**src/rtl/mem_stage.sv**
```systemverilog
// RV32I memory stage: load/store over a req/gnt/rvalid data port, non-memory ops registered to writeback.
// Optional feature macro MISALIGN_TRAP_EN: trap misaligned half/word accesses instead of ignoring the low address bits.
module mem_stage #(
  parameter int unsigned RSP_TIMEOUT = 64
) (
  input  logic        clk,
  input  logic        rstl,
  input  logic        valid_exe_2_mem_i,
  output logic        ready_mem_2_exe_o,
  input  logic [31:0] opcode_exe_2_mem_i,
  input  logic [10:0] rd_exe_2_mem_i,
  input  logic [31:0] rd_data_exe_2_mem_i,
  input  logic [31:0] mem_address_i,
  input  logic [31:0] mem_data_i,
  input  logic        flush_i,
  output logic        dmem_req_o,
  output logic        dmem_we_o,
  output logic [3:0]  dmem_be_o,
  output logic [31:0] dmem_addr_o,
  output logic [31:0] dmem_wdata_o,
  input  logic        dmem_gnt_i,
  input  logic        dmem_rvalid_i,
  input  logic [31:0] dmem_rdata_i,
  output logic        wb_valid_o,
  output logic [10:0] wb_rd_o,
  output logic [31:0] wb_data_o,
  output logic        bus_err_o
`ifdef MISALIGN_TRAP_EN
  ,
  output logic        misalign_o,
  output logic [31:0] misalign_addr_o
`endif
);

  typedef enum logic [1:0] {
    S_IDLE     = 2'd0,
    S_REQ      = 2'd1,
    S_WAIT_RSP = 2'd2
  } state_e;

  localparam logic [6:0] OP_LOAD  = 7'b0000011;
  localparam logic [6:0] OP_STORE = 7'b0100011;
  localparam logic [7:0] CNT_LAST = 8'(RSP_TIMEOUT - 1);

  // Access size encoding is funct3[1:0]: 00 byte, 01 half, 1x word.
  localparam logic [1:0] SZ_B = 2'b00;
  localparam logic [1:0] SZ_H = 2'b01;

  state_e      state_q, state_d;
  logic [7:0]  cnt_q, cnt_d;
  logic        discard_q, discard_d;
  logic        we_q, we_d;
  logic [3:0]  be_q, be_d;
  logic [31:0] addr_q, addr_d;
  logic [31:0] wdata_q, wdata_d;
  logic [10:0] rd_q, rd_d;
  logic [1:0]  ld_size_q, ld_size_d;
  logic        ld_uns_q, ld_uns_d;
  logic [1:0]  ld_off_q, ld_off_d;
  logic        wb_valid_q, wb_valid_d;
  logic [10:0] wb_rd_q, wb_rd_d;
  logic [31:0] wb_data_q, wb_data_d;
  logic        bus_err_q, bus_err_d;
`ifdef MISALIGN_TRAP_EN
  logic        misalign_q, misalign_d;
  logic [31:0] misalign_addr_q, misalign_addr_d;
  logic        misaligned;
`endif

  logic [6:0]  opc;
  logic [2:0]  f3;
  logic        is_load, is_store, is_mem, accept;
  logic [1:0]  a_raw, a_eff;
  logic [3:0]  st_be;
  logic [31:0] st_wdata;
  logic [31:0] ld_shifted, ld_data;

  logic unused_opcode_hi;
  assign unused_opcode_hi = ^opcode_exe_2_mem_i[31:10];

  assign opc      = opcode_exe_2_mem_i[6:0];
  assign f3       = opcode_exe_2_mem_i[9:7];
  assign is_load  = (opc == OP_LOAD);
  assign is_store = (opc == OP_STORE);
  assign is_mem   = is_load | is_store;
  assign accept   = valid_exe_2_mem_i & ready_mem_2_exe_o & ~flush_i;
  assign a_raw    = mem_address_i[1:0];

  // NOTE: every always_comb output gets a default before any branch; a missed path would otherwise infer a latch.
  always_comb begin
    a_eff    = 2'b00;
    st_be    = 4'b1111;
    st_wdata = mem_data_i;
    case (f3[1:0])
      SZ_B: begin
        a_eff    = a_raw;
        st_be    = 4'b0001 << a_raw;
        st_wdata = {4{mem_data_i[7:0]}};
      end
      SZ_H: begin
        a_eff    = {a_raw[1], 1'b0};
        st_be    = a_raw[1] ? 4'b1100 : 4'b0011;
        st_wdata = {2{mem_data_i[15:0]}};
      end
      default: ;
    endcase
  end

`ifdef MISALIGN_TRAP_EN
  always_comb begin
    misaligned = 1'b0;
    if (f3[1:0] == SZ_H)  misaligned = a_raw[0];
    else if (f3[1])       misaligned = |a_raw;
  end
`endif

  // Load extraction works from the offset and size latched at accept time.
  always_comb begin
    ld_shifted = dmem_rdata_i >> {ld_off_q, 3'b000};
    ld_data    = dmem_rdata_i;
    case (ld_size_q)
      SZ_B:    ld_data = {{24{~ld_uns_q & ld_shifted[7]}}, ld_shifted[7:0]};
      SZ_H:    ld_data = {{16{~ld_uns_q & ld_shifted[15]}}, ld_shifted[15:0]};
      default: ;
    endcase
  end

  always_comb begin
    state_d    = state_q;
    cnt_d      = cnt_q;
    discard_d  = discard_q;
    we_d       = we_q;
    be_d       = be_q;
    addr_d     = addr_q;
    wdata_d    = wdata_q;
    rd_d       = rd_q;
    ld_size_d  = ld_size_q;
    ld_uns_d   = ld_uns_q;
    ld_off_d   = ld_off_q;
    wb_valid_d = 1'b0;
    wb_rd_d    = wb_rd_q;
    wb_data_d  = wb_data_q;
    bus_err_d  = 1'b0;
`ifdef MISALIGN_TRAP_EN
    misalign_d      = 1'b0;
    misalign_addr_d = misalign_addr_q;
`endif
    unique case (state_q)
      S_IDLE: begin
        if (accept) begin
          if (!is_mem) begin
            wb_valid_d = (rd_exe_2_mem_i[4:0] != 5'd0);
            wb_rd_d    = rd_exe_2_mem_i;
            wb_data_d  = rd_data_exe_2_mem_i;
          end
`ifdef MISALIGN_TRAP_EN
          else if (misaligned) begin
            misalign_d      = 1'b1;
            misalign_addr_d = mem_address_i;
          end
`endif
          else begin
            state_d   = S_REQ;
            discard_d = 1'b0;
            we_d      = is_store;
            be_d      = st_be;
            addr_d    = {mem_address_i[31:2], 2'b00};
            wdata_d   = st_wdata;
            rd_d      = rd_exe_2_mem_i;
            ld_size_d = f3[1:0];
            ld_uns_d  = f3[2];
            ld_off_d  = a_eff;
          end
        end
      end
      S_REQ: begin
        // A grant in the flush cycle still counts: the access has left the stage.
        if (dmem_gnt_i) begin
          if (we_q) begin
            state_d = S_IDLE;
          end else begin
            state_d   = S_WAIT_RSP;
            cnt_d     = 8'd0;
            discard_d = flush_i;
          end
        end else if (flush_i) begin
          state_d = S_IDLE;
        end
      end
      S_WAIT_RSP: begin
        if (flush_i) discard_d = 1'b1;
        if (dmem_rvalid_i) begin
          state_d = S_IDLE;
          cnt_d   = 8'd0;
          if (!discard_q && !flush_i) begin
            wb_valid_d = (rd_q[4:0] != 5'd0);
            wb_rd_d    = rd_q;
            wb_data_d  = ld_data;
          end
        end else if (cnt_q == CNT_LAST) begin
          state_d   = S_IDLE;
          cnt_d     = 8'd0;
          bus_err_d = 1'b1;
        end else begin
          cnt_d = cnt_q + 8'd1;
        end
      end
      default: state_d = S_IDLE;
    endcase
  end

  // NOTE: state registers use non-blocking assignments so every flop samples pre-edge values.
  always_ff @(posedge clk) begin
    if (!rstl) begin
      state_q    <= S_IDLE;
      cnt_q      <= 8'd0;
      discard_q  <= 1'b0;
      we_q       <= 1'b0;
      be_q       <= 4'b0000;
      addr_q     <= 32'd0;
      wdata_q    <= 32'd0;
      rd_q       <= 11'd0;
      ld_size_q  <= 2'b00;
      ld_uns_q   <= 1'b0;
      ld_off_q   <= 2'b00;
      wb_valid_q <= 1'b0;
      wb_rd_q    <= 11'd0;
      wb_data_q  <= 32'd0;
      bus_err_q  <= 1'b0;
`ifdef MISALIGN_TRAP_EN
      misalign_q      <= 1'b0;
      misalign_addr_q <= 32'd0;
`endif
    end else begin
      state_q    <= state_d;
      cnt_q      <= cnt_d;
      discard_q  <= discard_d;
      we_q       <= we_d;
      be_q       <= be_d;
      addr_q     <= addr_d;
      wdata_q    <= wdata_d;
      rd_q       <= rd_d;
      ld_size_q  <= ld_size_d;
      ld_uns_q   <= ld_uns_d;
      ld_off_q   <= ld_off_d;
      wb_valid_q <= wb_valid_d;
      wb_rd_q    <= wb_rd_d;
      wb_data_q  <= wb_data_d;
      bus_err_q  <= bus_err_d;
`ifdef MISALIGN_TRAP_EN
      misalign_q      <= misalign_d;
      misalign_addr_q <= misalign_addr_d;
`endif
    end
  end

  assign ready_mem_2_exe_o = (state_q == S_IDLE);
  assign dmem_req_o        = (state_q == S_REQ);
  assign dmem_we_o         = we_q;
  assign dmem_be_o         = be_q;
  assign dmem_addr_o       = addr_q;
  assign dmem_wdata_o      = wdata_q;
  assign wb_valid_o        = wb_valid_q;
  assign wb_rd_o           = wb_rd_q;
  assign wb_data_o         = wb_data_q;
  assign bus_err_o         = bus_err_q;
`ifdef MISALIGN_TRAP_EN
  assign misalign_o        = misalign_q;
  assign misalign_addr_o   = misalign_addr_q;
`endif

endmodule

```
**config.mk**
```make
export PLATFORM = sky130hd
export DESIGN_NAME = mem_stage
export DESIGN_NICKNAME = d
export VERILOG_FILES = /design/src/rtl/mem_stage.sv
export SDC_FILE = /design/constraint.sdc
export NUM_CORES = 1
export LEC_CHECK = 0
export ABC_AREA = 1
export CAP_MARGIN = 20
export CORE_ASPECT_RATIO = 1.1
export CORE_UTILIZATION = 46
export DETAILED_ROUTE_END_ITERATION = 8
export PLACE_DENSITY = 0.86
export SLEW_MARGIN = 10
export SYNTH_ARGS = -nofsm -noshare
export SYNTH_HDL_FRONTEND = slang
export SYNTH_SLANG_ARGS = --single-unit
```
**constraint.sdc**
```tcl
create_clock -name clk -period 2.39 [get_ports clk]
set_input_delay 0.5975 -clock clk [delete_from_list [all_inputs] [get_ports clk]]
set_output_delay 0.5975 -clock clk [all_outputs]
set_load 0.02 [all_outputs]
```
Yosys cells after proc, flatten, opt, wreduce, memory -nomap -nowiden
Cells that the tools add are included.
{"block": "word_totals", "ff_bits": 139, "latch_bits": 0, "ramBits": 0, "mem_bits_ro": 0, "inputBits": 177, "out_inout_bits": 116, "elab_cells": 101, "mem_count": 0}
{"block": "classes", "addsub": 1, "mul": 0, "div": 0, "order_cmp": 0, "n_eq_ne": 17, "n_shift": 2, "n_mux": 40, "bitwise": 9, "n_reduce_logical": 17}
{"cell": "$pmux W32 S2", "count": 3}
{"cell": "$mux W32", "count": 4}
{"cell": "$mux W11", "count": 4}
{"cell": "$mux W8", "count": 4}
{"cell": "$shr A32 B5 Y16", "count": 1}
{"cell": "$pmux W11 S2", "count": 1}
{"cell": "$pmux W8 S2", "count": 1}
{"cell": "$mux W2", "count": 7}
{"cell": "$mux W1", "count": 10}
{"cell": "$ne A2 B2 Y1 const B", "count": 5}
{"cell": "$reduce_bool A5 Y1", "count": 2}
{"cell": "$add A8 B1 Y8 const B", "count": 1}
{"cell": "$eq A8 B6 Y1 const B", "count": 1}
{"cell": "$pmux W4 S2", "count": 1}
{"cell": "$eq A7 B2 Y1 const B", "count": 1}
{"cell": "$eq A7 B6 Y1 const B", "count": 1}
{"cell": "$eq A2 B1 Y1 const B", "count": 3}
{"cell": "$logic_not A2 Y1", "count": 3}
{"cell": "$ne A2 B1 Y1 const B", "count": 3}
{"cell": "$pmux W2 S3", "count": 1}
{"cell": "$reduce_and A3 Y1", "count": 2}
{"cell": "$reduce_and A6 Y1", "count": 1}
{"cell": "$reduce_and A5 Y1", "count": 1}
{"cell": "$and A1 B1 Y1", "count": 4}
{"cell": "16 further kinds", "count": 21}

Longest topological paths before layout
Gate-level depths: netlist (run 1).
{"block": "depth", "word_depth": 6, "depth_mapped": 13, "ltp_nobuf": 12}

Least setup slack after synthesis (run 1)
Ideal clock, no wire load.
{"block": "synth_path", "kind": "reg2reg", "start": "reg state_q[0]", "end": "reg wb_data_q[5], in the netlist wb_data_o[5]", "t_arrival_ns": 1.656, "required_ns": 2.281, "slack_ns": 0.626, "stages_incl_launch_ff": 13, "path_cell_list": "dfxtp_1 -> inv_1 -> ha_1 -> nand2_1 -> nor2_4 -> nand2_1 -> nand2_1 -> nand2_4 -> inv_2 -> buf_2 -> nand3_1 -> nand2_1 -> inv_1"}
{"block": "synth_between", "elab_chain_cells": 5}
{"element": "from (decl)", "line_no": "49", "source": "state_e state_q, state_d;"}
{"element": "from (signal assigned)", "line_no": "235", "source": "state_q <= state_d;"}
{"element": "$logic_not A2 Y1 (*)", "line_no": "257", "source": "assign ready_mem_2_exe_o = (state_q == S_IDLE);"}
{"element": "named net ready_mem_2_exe_o", "line_no": "9", "source": "output logic ready_mem_2_exe_o,"}
{"element": "$and A1 B1 Y1 (2 in a row)", "line_no": "86", "source": "assign accept = valid_exe_2_mem_i & ready_mem_2_exe_o & ~flush_i;"}
{"element": "$ne A2 B1 Y1 (no source line)"}
{"element": "$reduce_and A5 Y1 (no source line)"}
{"element": "to (signal assigned)", "line_no": "248", "source": "wb_data_q <= wb_data_d;"}
{"element": "to (decl)", "line_no": "62", "source": "logic [31:0] wb_data_q, wb_data_d;"}
Mark *: on every way through the listed nets, which the timed path passes. The rest lies on a longest branch.
A chain may end at the register's enable or synchronous reset.

Worst setup path in the final report (run 1)
{"block": "layout_path", "start": "reg state_q[1]", "end": "out dmem_req_o"}
{"block": "layout_between", "elab_chain_cells": 1}
{"element": "$eq A2 B1 Y1", "line_no": "258", "source": "assign dmem_req_o = (state_q == S_REQ);"}
{"element": "to (decl)", "line_no": "16", "source": "output logic dmem_req_o,"}
No other way between the ends.

==> results of run 1 <==
[layer usage]
metal | track usage [%] | vias to the layer above
li1 | - | 3747
met1 | 32.0 | 3411
met2 | 48.6 | 294
met3 | 7.57 | 33
met4 | 10.9 | 0
met5 | 0 | -
[logic make-up (layout without fill, tap and decap cells)]
family,after synthesis,count (layout),synth area share (%)
AOI/OAI and AO/OA,262,262,20.1
xor gates and xnor gates,3,3,0.388
adders and majority gates,4,4,0.739
buffers and inverters,149,409,9.34
DFF,139,139,41.1
other,1,2,0.0553
and+or+nand+nor,444,444,28.3
[cell type report]
cell class                      count  area [um2]
Clock inverter                     14         149
Sequential cell                   139        2780
Clock buffer                       17         425
Inverter                           83         314
Multi-Input combinational cell    715        3370
Tap cell                          192         240
Timing Repair Buffer              295        2930
Fill cell                        1171        4180
[report_power, final]
part | internal, uW | switching, uW
clock network | 1530 | 1030
logic | 1140 | 1370
registers | 2590 | 139
[final timing paths]
check | from | to | depth (start not counted)
max | state_q[1]$_SDFFE_PN0P_ | dmem_req_o | 3
min | dmem_wdata_o[3]$_SDFFE_PN0P_ | dmem_wdata_o[3]$_SDFFE_PN0P_ | 2
max reg2reg | state_q[0]$_SDFFE_PN0P_ | rd_q[4]$_SDFFE_PN0P_ | 9
min reg2reg | dmem_wdata_o[3]$_SDFFE_PN0P_ | dmem_wdata_o[3]$_SDFFE_PN0P_ | 2
[repair_timing]
| action | 4_1_cts | 5_1_grt |
|---|---|---|
| resized for setup | 0 | 1 |
| endpoints found under the hold margin | 0 | 0 |
| setup buffers | 0 | 0 |
| setup endpoints to repair | 0 | 1 |
[state kept, by name, indices dropped and copies added, names as in the netlist]
signal and count:
cnt_q 8, dmem_we_o 1, wb_rd_o 11, state_q 2
wb_valid_o 1, ld_off_q 2, dmem_be_o 4, dmem_addr_o 30
ld_size_q 2, discard_q 1, ld_uns_q 1, dmem_wdata_o 32
rd_q 11, bus_err_o 1, wb_data_o 32
[cells in the final DEF (no fill, tap or decap), types with 2 or more instances in the layout]
master	instances
sky130_fd_sc_hd__clkdlybuf4s50_1	266
sky130_fd_sc_hd__nand2_1	174
sky130_fd_sc_hd__nor2_1	155
sky130_fd_sc_hd__dfxtp_1	139
sky130_fd_sc_hd__a21oi_1	122
sky130_fd_sc_hd__o21ai_0	104
sky130_fd_sc_hd__inv_1	77
sky130_fd_sc_hd__nand3_1	63
sky130_fd_sc_hd__or2_2	27
sky130_fd_sc_hd__buf_4	23
sky130_fd_sc_hd__clkbuf_16	17
sky130_fd_sc_hd__o21ai_1	14
sky130_fd_sc_hd__nor3_1	9
sky130_fd_sc_hd__a211oi_1	9
sky130_fd_sc_hd__a31oi_1	8
sky130_fd_sc_hd__inv_2	5
sky130_fd_sc_hd__nor2_2	4
sky130_fd_sc_hd__clkinvlp_4	4
sky130_fd_sc_hd__clkinv_4	4
sky130_fd_sc_hd__buf_12	4
sky130_fd_sc_hd__ha_1	3
sky130_fd_sc_hd__clkinv_2	3
sky130_fd_sc_hd__nand3_2	2
sky130_fd_sc_hd__a31o_2	2
sky130_fd_sc_hd__nor4_1	2
sky130_fd_sc_hd__xnor2_1	2
sky130_fd_sc_hd__conb_1	2
sky130_fd_sc_hd__bufinv_16	2
[metrics by stage]
stage	power (uW)	setup WS, ns	cell area [um2]	util, %
after floorplan	4170	0.626	6780	-
after global placement	5230	0.107	9630	67.0
after detailed placement	5280	0.0686	9630	67.0
after CTS	7850	0.0225	10200	70.9
after global routing	8190	0.00374	10200	71.0
final	7800	0.0846	10200	71.0
[worst reg2reg max path: stages (launching register included)]
cell,delay [ns]
sky130_fd_sc_hd__dfxtp_1,0.31
sky130_fd_sc_hd__inv_1,0.10
sky130_fd_sc_hd__ha_1,0.30
sky130_fd_sc_hd__nand2_1,0.13
sky130_fd_sc_hd__nor2_4,0.14
sky130_fd_sc_hd__nand4_4,0.18
sky130_fd_sc_hd__inv_2,0.17
sky130_fd_sc_hd__buf_12,0.21
sky130_fd_sc_hd__o21ai_0,0.15
sky130_fd_sc_hd__a21oi_1,0.19
==> results_tabular.tex, run 1 <==
\begin{tabular}{lr}
\hline
Metric & Value \\
\hline
\multicolumn{2}{l}{\textbf{Outcome}} \\
Run status & completed \\
\multicolumn{2}{l}{\textbf{STA}} \\
Transition time at the pin with the least slew margin & about 0.55 ns \\
Hold Worst Slack & 0.465 ns \\
Worst setup skew after layout & a little under 0.007 ns \\
Max-slew violation total from the final report & 0 \\
RSZ-0062 raised after global routing & false \\
Final setup viols & 0 \\
Highest clock frequency the design can meet & 0.434 GHz \\
Final hold violations & 0 \\
Setup TNS after final layout & 0 ns \\
Time the worst path needs with I/O delays and setup & around 2.3 ns \\
Max\_slew headroom & between 60\% and 70\% \\
Final period utilization & a little over nine tenths \\
\multicolumn{2}{l}{\textbf{Routing}} \\
Routed vias & around 7500 \\
Met2 Routed Length & slightly above 10000 um \\
Metal3 WL & around 1600 um \\
WL met1 & between 8000 and 9000 um \\
Post-DRT Antenna Nets & 0 \\
Initial drt markers & 645 \\
Initial DRT Pass Iterations & 5 \\
Remaining routing DRC violations & 0 \\
Routed Wire Length & about 21000 um \\
Ratio of routed vias to standard cells & 5.14 \\
Uppermost layer routed & met4 \\
Post-DR wirelength/cell & around 15 um \\
\multicolumn{2}{l}{\textbf{Synth}} \\
Mean post-synth cell area & approximately 6.8 um2 \\
Yosys top cell by area & sky130\_fd\_sc\_hd\_\_dfxtp\_1 \\
Number of distinct library cells after synthesis & 38 \\
Top FF cell, synth & sky130\_fd\_sc\_hd\_\_dfxtp\_1 \\
Number of synthesized flops with an enable pin & 0 \\
Cell count after synthesis & between 1000 and 1500 \\
Portion of the post-synthesis area used by sequential elements & between 40\% and 50\% \\
Number of warnings printed during yosys synthesis & 0 \\
Yosys top cell area share & 41.1\% \\
Summed instance area of the synthesized netlist & 0.00678 mm2 \\
Proportion of register bits with asynchronous set or reset after synthesis & 0\% \\
Top post-synthesis cells by count & 174 x sky130\_fd\_sc\_hd\_\_nand2\_1, 155 x sky130\_fd\_sc\_hd\_\_nor2\_1, 139 x sky130\_fd\_sc\_hd\_\_dfxtp\_1, 122 x sky130\_fd\_sc\_hd\_\_a21oi\_1, 104 x sky130\_fd\_sc\_hd\_\_o21ai\_0 \\
Flip-flop and latch count after synthesis & about 140 \\
Leading cell type by number of instances after synthesis & sky130\_fd\_sc\_hd\_\_nand2\_1 \\
Most area-consuming cells after synthesis & sky130\_fd\_sc\_hd\_\_dfxtp\_1 41\%, sky130\_fd\_sc\_hd\_\_nand2\_1 9.6\%, sky130\_fd\_sc\_hd\_\_a21oi\_1 9.0\% \\
\multicolumn{2}{l}{\textbf{Critical path}} \\
Nature of the critical path startpoint & flip-flop \\
Delay-heaviest family, CP & buffers and inverters \\
Required time reported for the critical path endpoint & around 1.8 ns \\
Slowest CP cell & sky130\_fd\_sc\_hd\_\_clkdlybuf4s50\_1 \\
CP Buf/Inv Count & 2 \\
Max incr delay on CP & approximately 0.66 ns \\
Critical Path Fanout Max & 4 \\
Start-to-end type of the worst setup path & reg -> out \\
Critical path data arrival time & about 1.7 ns \\
Kind of capture point of the worst setup path & primary output \\
CP Cell Sequence & inv\_1 > ha\_1 > clkdlybuf4s50\_1 \\
Flop2flop setup slack & 0.44 ns \\
\multicolumn{2}{l}{\textbf{Cells and area}} \\
Fraction of layout cells with a size suffix above 1 & $\sim$8.6\% \\
Count of placed standard cells in the final layout, fillers left out & approximately 1500 \\
Diode count & 0 \\
Post-synthesis to final-layout area growth & 50.7\% \\
Final \#Nets & between 1000 and 1500 \\
\multicolumn{2}{l}{\textbf{Global route}} \\
Remaining global-route overflow & 0 \\
Overall Global Routing Usage & 27.6\% \\
Via count of the first global-routing pass & 6920 \\
Largest net degree at the start of global routing & 58 \\
Global-route wire length before repair & around 34000 um \\
Initial antenna violation count & 0 \\
\multicolumn{2}{l}{\textbf{Placement}} \\
Number of placed instances with taps included & around 1400 \\
Dpl hpwl & $\sim$15000 um \\
Count of buffers from port buffering & roughly 270 \\
Routability congestion estimate & 0.904 \\
\multicolumn{2}{l}{\textbf{Clock network}} \\
Bufs on Longest Clock Path & 2 \\
Clk sink count & between 100 and 150 \\
Count of hold-fix buffers inserted at cts & 0 \\
H-Tree Level Count & 4 \\
Number of buffers inserted during clock tree synthesis & 17 \\
TritonCTS clock tree & done \\
Clock tree root driver cell & sky130\_fd\_sc\_hd\_\_clkbuf\_16 \\
Clock slew seen by the registers of the worst setup and hold paths & 0.06 ns \\
Clock insertion delay at the later pin of the skew report & around 0.42 ns \\
\multicolumn{2}{l}{\textbf{Floorplan}} \\
Y dimension of the die & 129 um \\
Area enclosed by the die boundary & roughly 0.015 mm2 \\
Io pins & around 290 \\
Floorplan Core Area & around 0.014 mm2 \\
Number of core rows & 46 \\
Die X & approximately 120 um \\
Initial core utilization & about 47\% \\
\multicolumn{2}{l}{\textbf{Hold path}} \\
Class of the tightest hold or removal check & reg -> reg \\
\multicolumn{2}{l}{\textbf{Pwr}} \\
Leakage & between 0.004 and 0.005 uW \\
Worst vdd rail ir drop & about 510 uV \\
Power density of the placed cells & roughly 760 mW/mm2 \\
\multicolumn{2}{l}{\textbf{Run}} \\
Maximum Capacitance Violations & 0 \\
\hline
\end{tabular}
(Power assumes the default switching activity.)
==> run 2, diff against run 1 <==
Settings changed: REMOVE_ABC_BUFFERS set to 1.
==> run 2 against run 1 <==
Compared with the run above:
- power increased by 1.8%
- via count is 1.3% higher
- sequential cell count is the same
- critical path type unchanged
- final cell count up 0.21%
- global-route usage is 1.0 points higher
- count of clock-buffer cells in the layout is 3 higher
- final area increased by 0.36%
- critical path depth unchanged
- hold slack got worse by 0.0011 ns
==> results_tabular.tex, run 2 (same netlist as run 1, synthesis figures left out) <==
\begin{tabular}{lr}
\hline
Metric & Value \\
\hline
\multicolumn{2}{l}{\textbf{Routing}} \\
Initial DRT Pass Iterations & 6 \\
Remaining routing DRC violations & 0 \\
Routed Wire Length & around 22000 um \\
Initial drt markers & between 500 and 600 \\
Ratio of routed vias to standard cells & a little over 5 \\
Post-DR wirelength/cell & between 15 and 20 um \\
Routed vias & around 7600 \\
Post-DRT Antenna Nets & 0 \\
\multicolumn{2}{l}{\textbf{Clock network}} \\
Count of hold-fix buffers inserted at cts & 0 \\
Clock tree root driver cell & sky130\_fd\_sc\_hd\_\_clkbuf\_16 \\
TritonCTS clock tree & done \\
Bufs on Longest Clock Path & 2 \\
Clock slew seen by the registers of the worst setup and hold paths & 0.06 ns \\
Number of buffers inserted during clock tree synthesis & 17 \\
Buffers inserted during post-CTS setup optimization & 0 \\
Clock insertion delay at the later pin of the skew report & 0.42 ns \\
H-Tree Level Count & 4 \\
Clk sink count & between 100 and 150 \\
\multicolumn{2}{l}{\textbf{Placement}} \\
Count of buffers from port buffering & 268 \\
Routability congestion estimate & between 0.9 and 1 \\
Dpl hpwl & between 15000 and 20000 um \\
Instance area after placement & approximately 0.0096 mm2 \\
\multicolumn{2}{l}{\textbf{Cells and area}} \\
Post-synthesis to final-layout area growth & 51.2\% \\
Non-Filler Cell Area, Final & 0.0102 mm2 \\
Fraction of layout cells with a size suffix above 1 & 8.61\% \\
Number of filler cells placed in the layout & $\sim$1200 \\
Final \#Nets & approximately 1400 \\
Most frequent standard cell in the layout excluding fill and tap cells & sky130\_fd\_sc\_hd\_\_clkdlybuf4s50\_1 \\
Diode count & 0 \\
Most frequent cells in the layout & 266 x sky130\_fd\_sc\_hd\_\_clkdlybuf4s50\_1, 174 x sky130\_fd\_sc\_hd\_\_nand2\_1, 155 x sky130\_fd\_sc\_hd\_\_nor2\_1 \\
\multicolumn{2}{l}{\textbf{Global route}} \\
Most congested layer reported by global routing & met2 \\
Global Route met2 Usage & 50.5\% \\
Via count of the first global-routing pass & 7067 \\
Met3 global-route usage & about 10\% \\
Overall Global Routing Usage & around 29\% \\
Remaining global-route overflow & 0 \\
Initial antenna violation count & 0 \\
Met1 usage & between 30\% and 40\% \\
Largest net degree at the start of global routing & 57 \\
Global-route wire length before repair & about 34000 um \\
\multicolumn{2}{l}{\textbf{STA}} \\
Final setup viols & 0 \\
Transition time at the pin with the least slew margin & between 0.5 and 0.6 ns \\
Time the worst path needs with I/O delays and setup & between 2 and 2.5 ns \\
Final period utilization & a little over nine tenths \\
Worst setup skew after layout & about 0.0085 ns \\
Final hold violations & 0 \\
Max\_slew headroom & between 60\% and 70\% \\
Highest clock frequency the design can meet & roughly 0.44 GHz \\
RSZ-0062 raised after global routing & false \\
Hold Worst Slack & 0.464 ns \\
Max-slew violation total from the final report & 0 \\
\multicolumn{2}{l}{\textbf{Pwr}} \\
Leakage & around 0.0043 uW \\
Worst vdd rail ir drop & $\sim$480 uV \\
Final total power & around 8000 uW \\
Power density of the placed cells & $\sim$770 mW/mm2 \\
\multicolumn{2}{l}{\textbf{Hold path}} \\
Class of the tightest hold or removal check & reg -> reg \\
\multicolumn{2}{l}{\textbf{Critical path}} \\
Nature of the critical path startpoint & flip-flop \\
CP Buf/Inv Count & 2 \\
Flop2flop setup slack & around 0.38 ns \\
Start-to-end type of the worst setup path & reg -> out \\
Delay-heaviest family, CP & buffers and inverters \\
Required time reported for the critical path endpoint & about 1.8 ns \\
Kind of capture point of the worst setup path & primary output \\
Critical Path Fanout Max & 4 \\
CP Cell Sequence & inv\_1 > ha\_1 > clkdlybuf4s50\_1 \\
Max incr delay on CP & 0.64 ns \\
Critical path data arrival time & 1.70 ns \\
Slowest CP cell & sky130\_fd\_sc\_hd\_\_clkdlybuf4s50\_1 \\
\multicolumn{2}{l}{\textbf{Floorplan}} \\
Io pins & 293 \\
Initial core utilization & 47.1\% \\
Y dimension of the die & about 130 um \\
Number of core rows & 46 \\
Area enclosed by the die boundary & roughly 0.015 mm2 \\
Floorplan Core Area & between 0.01 and 0.015 mm2 \\
Die X & about 120 um \\
\multicolumn{2}{l}{\textbf{Outcome}} \\
Run status & completed \\
\multicolumn{2}{l}{\textbf{Run}} \\
Maximum Capacitance Violations & 0 \\
\hline
\end{tabular}
## run 2: cell types whose count changed in the layout (fill, tap and decap cells not counted), moves of 2 or more
cell and change:
sky130_fd_sc_hd__buf_4 +3, sky130_fd_sc_hd__clkbuf_1 +2, sky130_fd_sc_hd__clkinv_2 -2, sky130_fd_sc_hd__clkinv_4 -2
sky130_fd_sc_hd__inv_6 +2
## run 2: path summary, 6_finish.rpt
path,startpoint,end,cells past startpoint
worst max register to register,state_q[0]$_SDFFE_PN0P_,dmem_addr_o[9]$_SDFFE_PN0P_,9
worst min-delay path,dmem_wdata_o[22]$_SDFFE_PN0P_,dmem_wdata_o[22]$_SDFFE_PN0P_,2
worst min register to register,dmem_wdata_o[22]$_SDFFE_PN0P_,dmem_wdata_o[22]$_SDFFE_PN0P_,2
worst max-delay path,state_q[1]$_SDFFE_PN0P_,dmem_req_o,3
## run 2: layout make-up
class                      count  area (um2)  share of cell area [%]
clock buffer                  20         447                    4.36
clock inverter                12         161                    1.58
inverter                      83         314                    3.06
multi-input combinational    715        3370                    32.9
sequential                   139        2780                    27.2
tap                          192         240                    2.34
timing repair buffer         297        2940                    28.6
## run 2: metrics by stage
stage | setup slack [ns] | instances | setup TNS (ns) | utilization [%]
after floorplan | -0.750 | 937 | -49.40 | -
after global placement | 0.0740 | 1426 | 0 | 67.0
after detailed placement | 0.00645 | 1426 | 0 | 67.0
after CTS | 0.00433 | 1458 | 0 | 71.2
after global routing | 0.0179 | 1458 | 0 | 71.2
final | 0.0923 | 1458 | 0 | 71.2
## run 2: worst min-delay path, cell delays in order (launching register included)
cell	delay, ns
sky130_fd_sc_hd__dfxtp_1	0.31
sky130_fd_sc_hd__nand2_1	0.06
sky130_fd_sc_hd__a21oi_1	0.05
## run 2: layer usage
layer | routed length (um) | share of wire, %
met2 | 10800 | 49
met4 | 626 | 2.9
met1 | 8490 | 39
met5 | 0 | 0
met3 | 2040 | 9.3
## run 2: timing repair
item	4_1_cts	5_1_grt
gates resized for setup	0	1
hold endpoints to repair	0	0
endpoints found under the setup margin	0	1
## run 2: report_power, final
part           total (uW)  internal (uW)  leakage, uW  switching, uW
Sequential           2730           2590      0.00113            136
Clock                2720           1680     0.000288           1040
Combinational        2490           1120      0.00284           1370
Total                7940           5390      0.00426           2550
==> run 3, diff against run 2 <==
Settings changed: ABC_AREA 1 to unset, CORE_ASPECT_RATIO 1.1 to 2, CORE_UTILIZATION 46 to 45, CTS_CLUSTER_DIAMETER set to 100.
==> run 3 against run 2 <==
Compared with the run above:
- via count fell by 8.5%
- first-iteration DRC count decreased by 39%
- combinational power decreased by 70%
- final area decreased by 0.15%
- routed wire length up 0.98%
- count of clock-buffer cells in the layout did not move
- die area decreased by 2.8%
- final cell count fell by 14%
- clock power fell by 3%
- non-clock buffer count grew 27
- largest cell class unchanged
- largest power group is now the clock network
- highest routed layer unchanged
==> results_tabular.tex, run 3 <==
\begin{tabular}{lr}
\hline
Metric & Value \\
\hline
\multicolumn{2}{l}{\textbf{Synth}} \\
Yosys top cell area share & a little over two fifths \\
Yosys top cell by area & sky130\_fd\_sc\_hd\_\_dfxtp\_1 \\
Top FF cell, synth & sky130\_fd\_sc\_hd\_\_dfxtp\_1 \\
Cell count after synthesis & 766 \\
Leading cell type by number of instances after synthesis & sky130\_fd\_sc\_hd\_\_nand2\_1 \\
Proportion of register bits with asynchronous set or reset after synthesis & 0\% \\
Mean post-synth cell area & roughly 8.4 um2 \\
Number of synthesized flops with an enable pin & 0 \\
Number of distinct library cells after synthesis & 54 \\
Portion of the post-synthesis area used by sequential elements & around 43\% \\
Number of warnings printed during yosys synthesis & 0 \\
Summed instance area of the synthesized netlist & about 0.0064 mm2 \\
Top post-synthesis cells by count & 160 x sky130\_fd\_sc\_hd\_\_nand2\_1, 139 x sky130\_fd\_sc\_hd\_\_dfxtp\_1, 81 x sky130\_fd\_sc\_hd\_\_a21oi\_1, 50 x sky130\_fd\_sc\_hd\_\_clkbuf\_1, 45 x sky130\_fd\_sc\_hd\_\_nor2\_1 \\
Flip-flop and latch count after synthesis & around 140 \\
Most area-consuming cells after synthesis & sky130\_fd\_sc\_hd\_\_dfxtp\_1 43\%, sky130\_fd\_sc\_hd\_\_nand2\_1 9.3\%, sky130\_fd\_sc\_hd\_\_a21oi\_1 6.3\% \\
\multicolumn{2}{l}{\textbf{Critical path}} \\
RR Endpoint & wb\_data\_o[14]\$\_SDFFE\_PN0P\_ \\
End of the critical path & state\_q[1]\$\_SDFFE\_PN0P\_ \\
Flop2flop setup slack & between 0.2 and 0.25 ns \\
Worst reg2reg startpoint & ld\_off\_q[0]\$\_SDFFE\_PN0P\_ \\
Max incr delay on CP & roughly 0.73 ns \\
Source of the critical timing path & opcode\_exe\_2\_mem\_i[2] \\
Slowest CP cell & sky130\_fd\_sc\_hd\_\_or4\_2 \\
Critical path data arrival time & 2.64 ns \\
CP Cell Sequence & clkdlybuf4s50\_1 > nand4bb\_1 > or4\_2 > buf\_4 > a211oi\_1 > mux2i\_1 \\
Critical Path Fanout Max & 5 \\
Nature of the critical path startpoint & input port \\
Worst Reg-to-Reg Cells & 4 \\
CP Buf/Inv Count & 2 \\
Required time reported for the critical path endpoint & 2.73 ns \\
Kind of capture point of the worst setup path & flip-flop \\
Start-to-end type of the worst setup path & in -> reg \\
Cell depth of the worst setup path & 6 \\
Delay-heaviest family, CP & simple AND/OR/NAND/NOR gates \\
\multicolumn{2}{l}{\textbf{Global route}} \\
Global-route wire length before repair & about 34000 um \\
Remaining global-route overflow & 0 \\
Largest net degree at the start of global routing & 68 \\
Initial antenna violation count & 0 \\
Overall Global Routing Usage & 29.8\% \\
Via count of the first global-routing pass & 6704 \\
\multicolumn{2}{l}{\textbf{Pwr}} \\
Leakage & roughly 0.0037 uW \\
Final total power & between 5000 and 6000 uW \\
Worst vdd rail ir drop & around 570 uV \\
Power density of the placed cells & between 500 and 600 mW/mm2 \\
\multicolumn{2}{l}{\textbf{Clock network}} \\
Clock insertion delay at the later pin of the skew report & 0.42 ns \\
Buffers inserted during post-CTS setup optimization & 0 \\
TritonCTS clock tree & done \\
Number of buffers inserted during clock tree synthesis & 17 \\
Clock slew seen by the registers of the worst setup and hold paths & roughly 0.06 ns \\
Clock tree root driver cell & sky130\_fd\_sc\_hd\_\_clkbuf\_16 \\
Clk sink count & approximately 140 \\
Bufs on Longest Clock Path & 2 \\
H-Tree Level Count & 4 \\
\multicolumn{2}{l}{\textbf{Floorplan}} \\
Area enclosed by the die boundary & about 0.015 mm2 \\
Io pins & between 200 and 300 \\
Die X & just under 90 um \\
Number of core rows & 61 \\
Initial core utilization & 46.3\% \\
Floorplan Core Area & approximately 0.014 mm2 \\
Y dimension of the die & about 170 um \\
\multicolumn{2}{l}{\textbf{Routing}} \\
Routed Wire Length & about 22000 um \\
Routed vias & 6931 \\
Post-DRT Antenna Nets & 0 \\
Met2 Routed Length & 11800 um \\
Initial drt markers & 306 \\
Remaining routing DRC violations & 0 \\
Metal3 WL & between 1500 and 2000 um \\
Initial DRT Pass Iterations & 5 \\
Post-DR wirelength/cell & between 15 and 20 um \\
Ratio of routed vias to standard cells & roughly 5.6 \\
Uppermost layer routed & met4 \\
WL met1 & $\sim$7500 um \\
\multicolumn{2}{l}{\textbf{STA}} \\
Time the worst path needs with I/O delays and setup & roughly 2.3 ns \\
Final period utilization & 96.4\% \\
Transition time at the pin with the least slew margin & 0.614 ns \\
Highest clock frequency the design can meet & 0.434 GHz \\
Final hold violations & 0 \\
Max\_slew headroom & 58.7\% \\
Final setup viols & 0 \\
RSZ-0062 raised after global routing & false \\
Max-slew violation total from the final report & 0 \\
Worst setup skew after layout & 0.0117 ns \\
\multicolumn{2}{l}{\textbf{Hold path}} \\
Hold Path Origin & dmem\_be\_o[1]\$\_SDFFE\_PN0P\_ \\
Class of the tightest hold or removal check & reg -> reg \\
\multicolumn{2}{l}{\textbf{Run}} \\
Maximum Capacitance Violations & 0 \\
\multicolumn{2}{l}{\textbf{Placement}} \\
Dpl hpwl & 16400 um \\
Routability congestion estimate & around 1 \\
Count of buffers from port buffering & between 200 and 300 \\
\multicolumn{2}{l}{\textbf{Cells and area}} \\
End-of-flow core utilization & 73.7\% \\
Post-synthesis to final-layout area growth & 59.2\% \\
Most frequent cells in the layout & 266 x sky130\_fd\_sc\_hd\_\_clkdlybuf4s50\_1, 160 x sky130\_fd\_sc\_hd\_\_nand2\_1, 139 x sky130\_fd\_sc\_hd\_\_dfxtp\_1 \\
Fraction of layout cells with a size suffix above 1 & 11.6\% \\
Diode count & 0 \\
Number of filler cells placed in the layout & 1078 \\
Most frequent standard cell in the layout excluding fill and tap cells & sky130\_fd\_sc\_hd\_\_clkdlybuf4s50\_1 \\
Final \#Nets & 1226 \\
\multicolumn{2}{l}{\textbf{Outcome}} \\
Run status & completed \\
\hline
\end{tabular}
run 3: cell count changes after synthesis, moves of 18 or more:
cell,delta
sky130_fd_sc_hd__nor2_1,-110
sky130_fd_sc_hd__o21ai_0,-88
sky130_fd_sc_hd__inv_1,-68
sky130_fd_sc_hd__nand3_1,-47
sky130_fd_sc_hd__a21oi_1,-41
sky130_fd_sc_hd__mux2i_1,+39
sky130_fd_sc_hd__clkbuf_1,+18
run 3: worst min-delay path by stage:
stage / endpoint / slack [ns] / cells after the start
floorplan: rd_q[10]$_SDFFE_PN0P_ / 0.43 / 2
global placement: dmem_wdata_o[7]$_SDFFE_PN0P_ / 0.44 / 2
detailed placement: dmem_addr_o[14]$_SDFFE_PN0P_ / 0.44 / 2
CTS: dmem_addr_o[14]$_SDFFE_PN0P_ / 0.45 / 2
global route: dmem_addr_o[10]$_SDFFE_PN0P_ / 0.47 / 2
finish: dmem_be_o[1]$_SDFFE_PN0P_ / 0.45 / 2
run 3: through the flow:
stage	cell area (um2)	TNS (ns)	worst slack, ns	hold slack [ns]	cells
5_1_grt	10200	0	0.00148	0.472	1247
4_1_cts	10200	0	0.0276	0.450	1247
6_report	10200	0	0.0871	0.447	1247
3_5_place_dp	9630	-22.51	-0.338	0.444	1215
3_3_place_gp	9630	-17.90	-0.304	0.436	1215
2_1_floorplan	6160	-288.15	-2.92	0.432	702
run 3: cells by family (layout without fill, tap and decap cells):
family / Yosys count / count (layout) / synth area share (%)
compound gates: 215 / 215 / 23.5
xor+xnor: 5 / 5 / 0.681
fa+ha+maj: 4 / 4 / 0.779
buf+inv: 76 / 367 / 4.79
flops: 139 / 139 / 43.3
mux: 49 / 49 / 8.00
other cells: 1 / 2 / 0.0583
simple gates: 277 / 277 / 18.9
run 3: area by class of cell:
type	instances	area, um2	area share, %
Timing Repair Buffer	324	3220	31.4
Multi-Input combinational cell	552	3360	32.9
Inverter	11	41.3	0.404
Tap cell	189	236	2.31
Clock inverter	12	126	1.24
Sequential cell	139	2780	27.2
Clock buffer	20	467	4.56
run 3: per-layer routing:
layer	vias up	GRT usage, %
met4	0	17.9
met5	-	0
li1	3293	-
met2	349	55.2
met1	3211	28.3
met3	78	8.83
run 3: tightest hold or removal path, cell delays in order (launching register included):
cell                      delay, ns
sky130_fd_sc_hd__dfxtp_1       0.31
sky130_fd_sc_hd__nand2_1       0.05
sky130_fd_sc_hd__a21oi_1       0.05
run 3: what timing repair did:
| action | in CTS | in global routing |
|---|---|---|
| hold buffers | 0 | 0 |
| hold endpoints to repair | 0 | 0 |
| setup endpoints to repair | 1 | 2 |
| gates resized for setup | 1 | 2 |
run 3: power by group:
| part | leakage, uW | internal [uW] | switching [uW] |
|---|---|---|---|
| combinational | 0.00230 | 437 | 309 |
| sequential | 0.00113 | 2360 | 23.5 |
| clock | 0.000287 | 1550 | 1100 |
| total | 0.00371 | 4350 | 1430 |
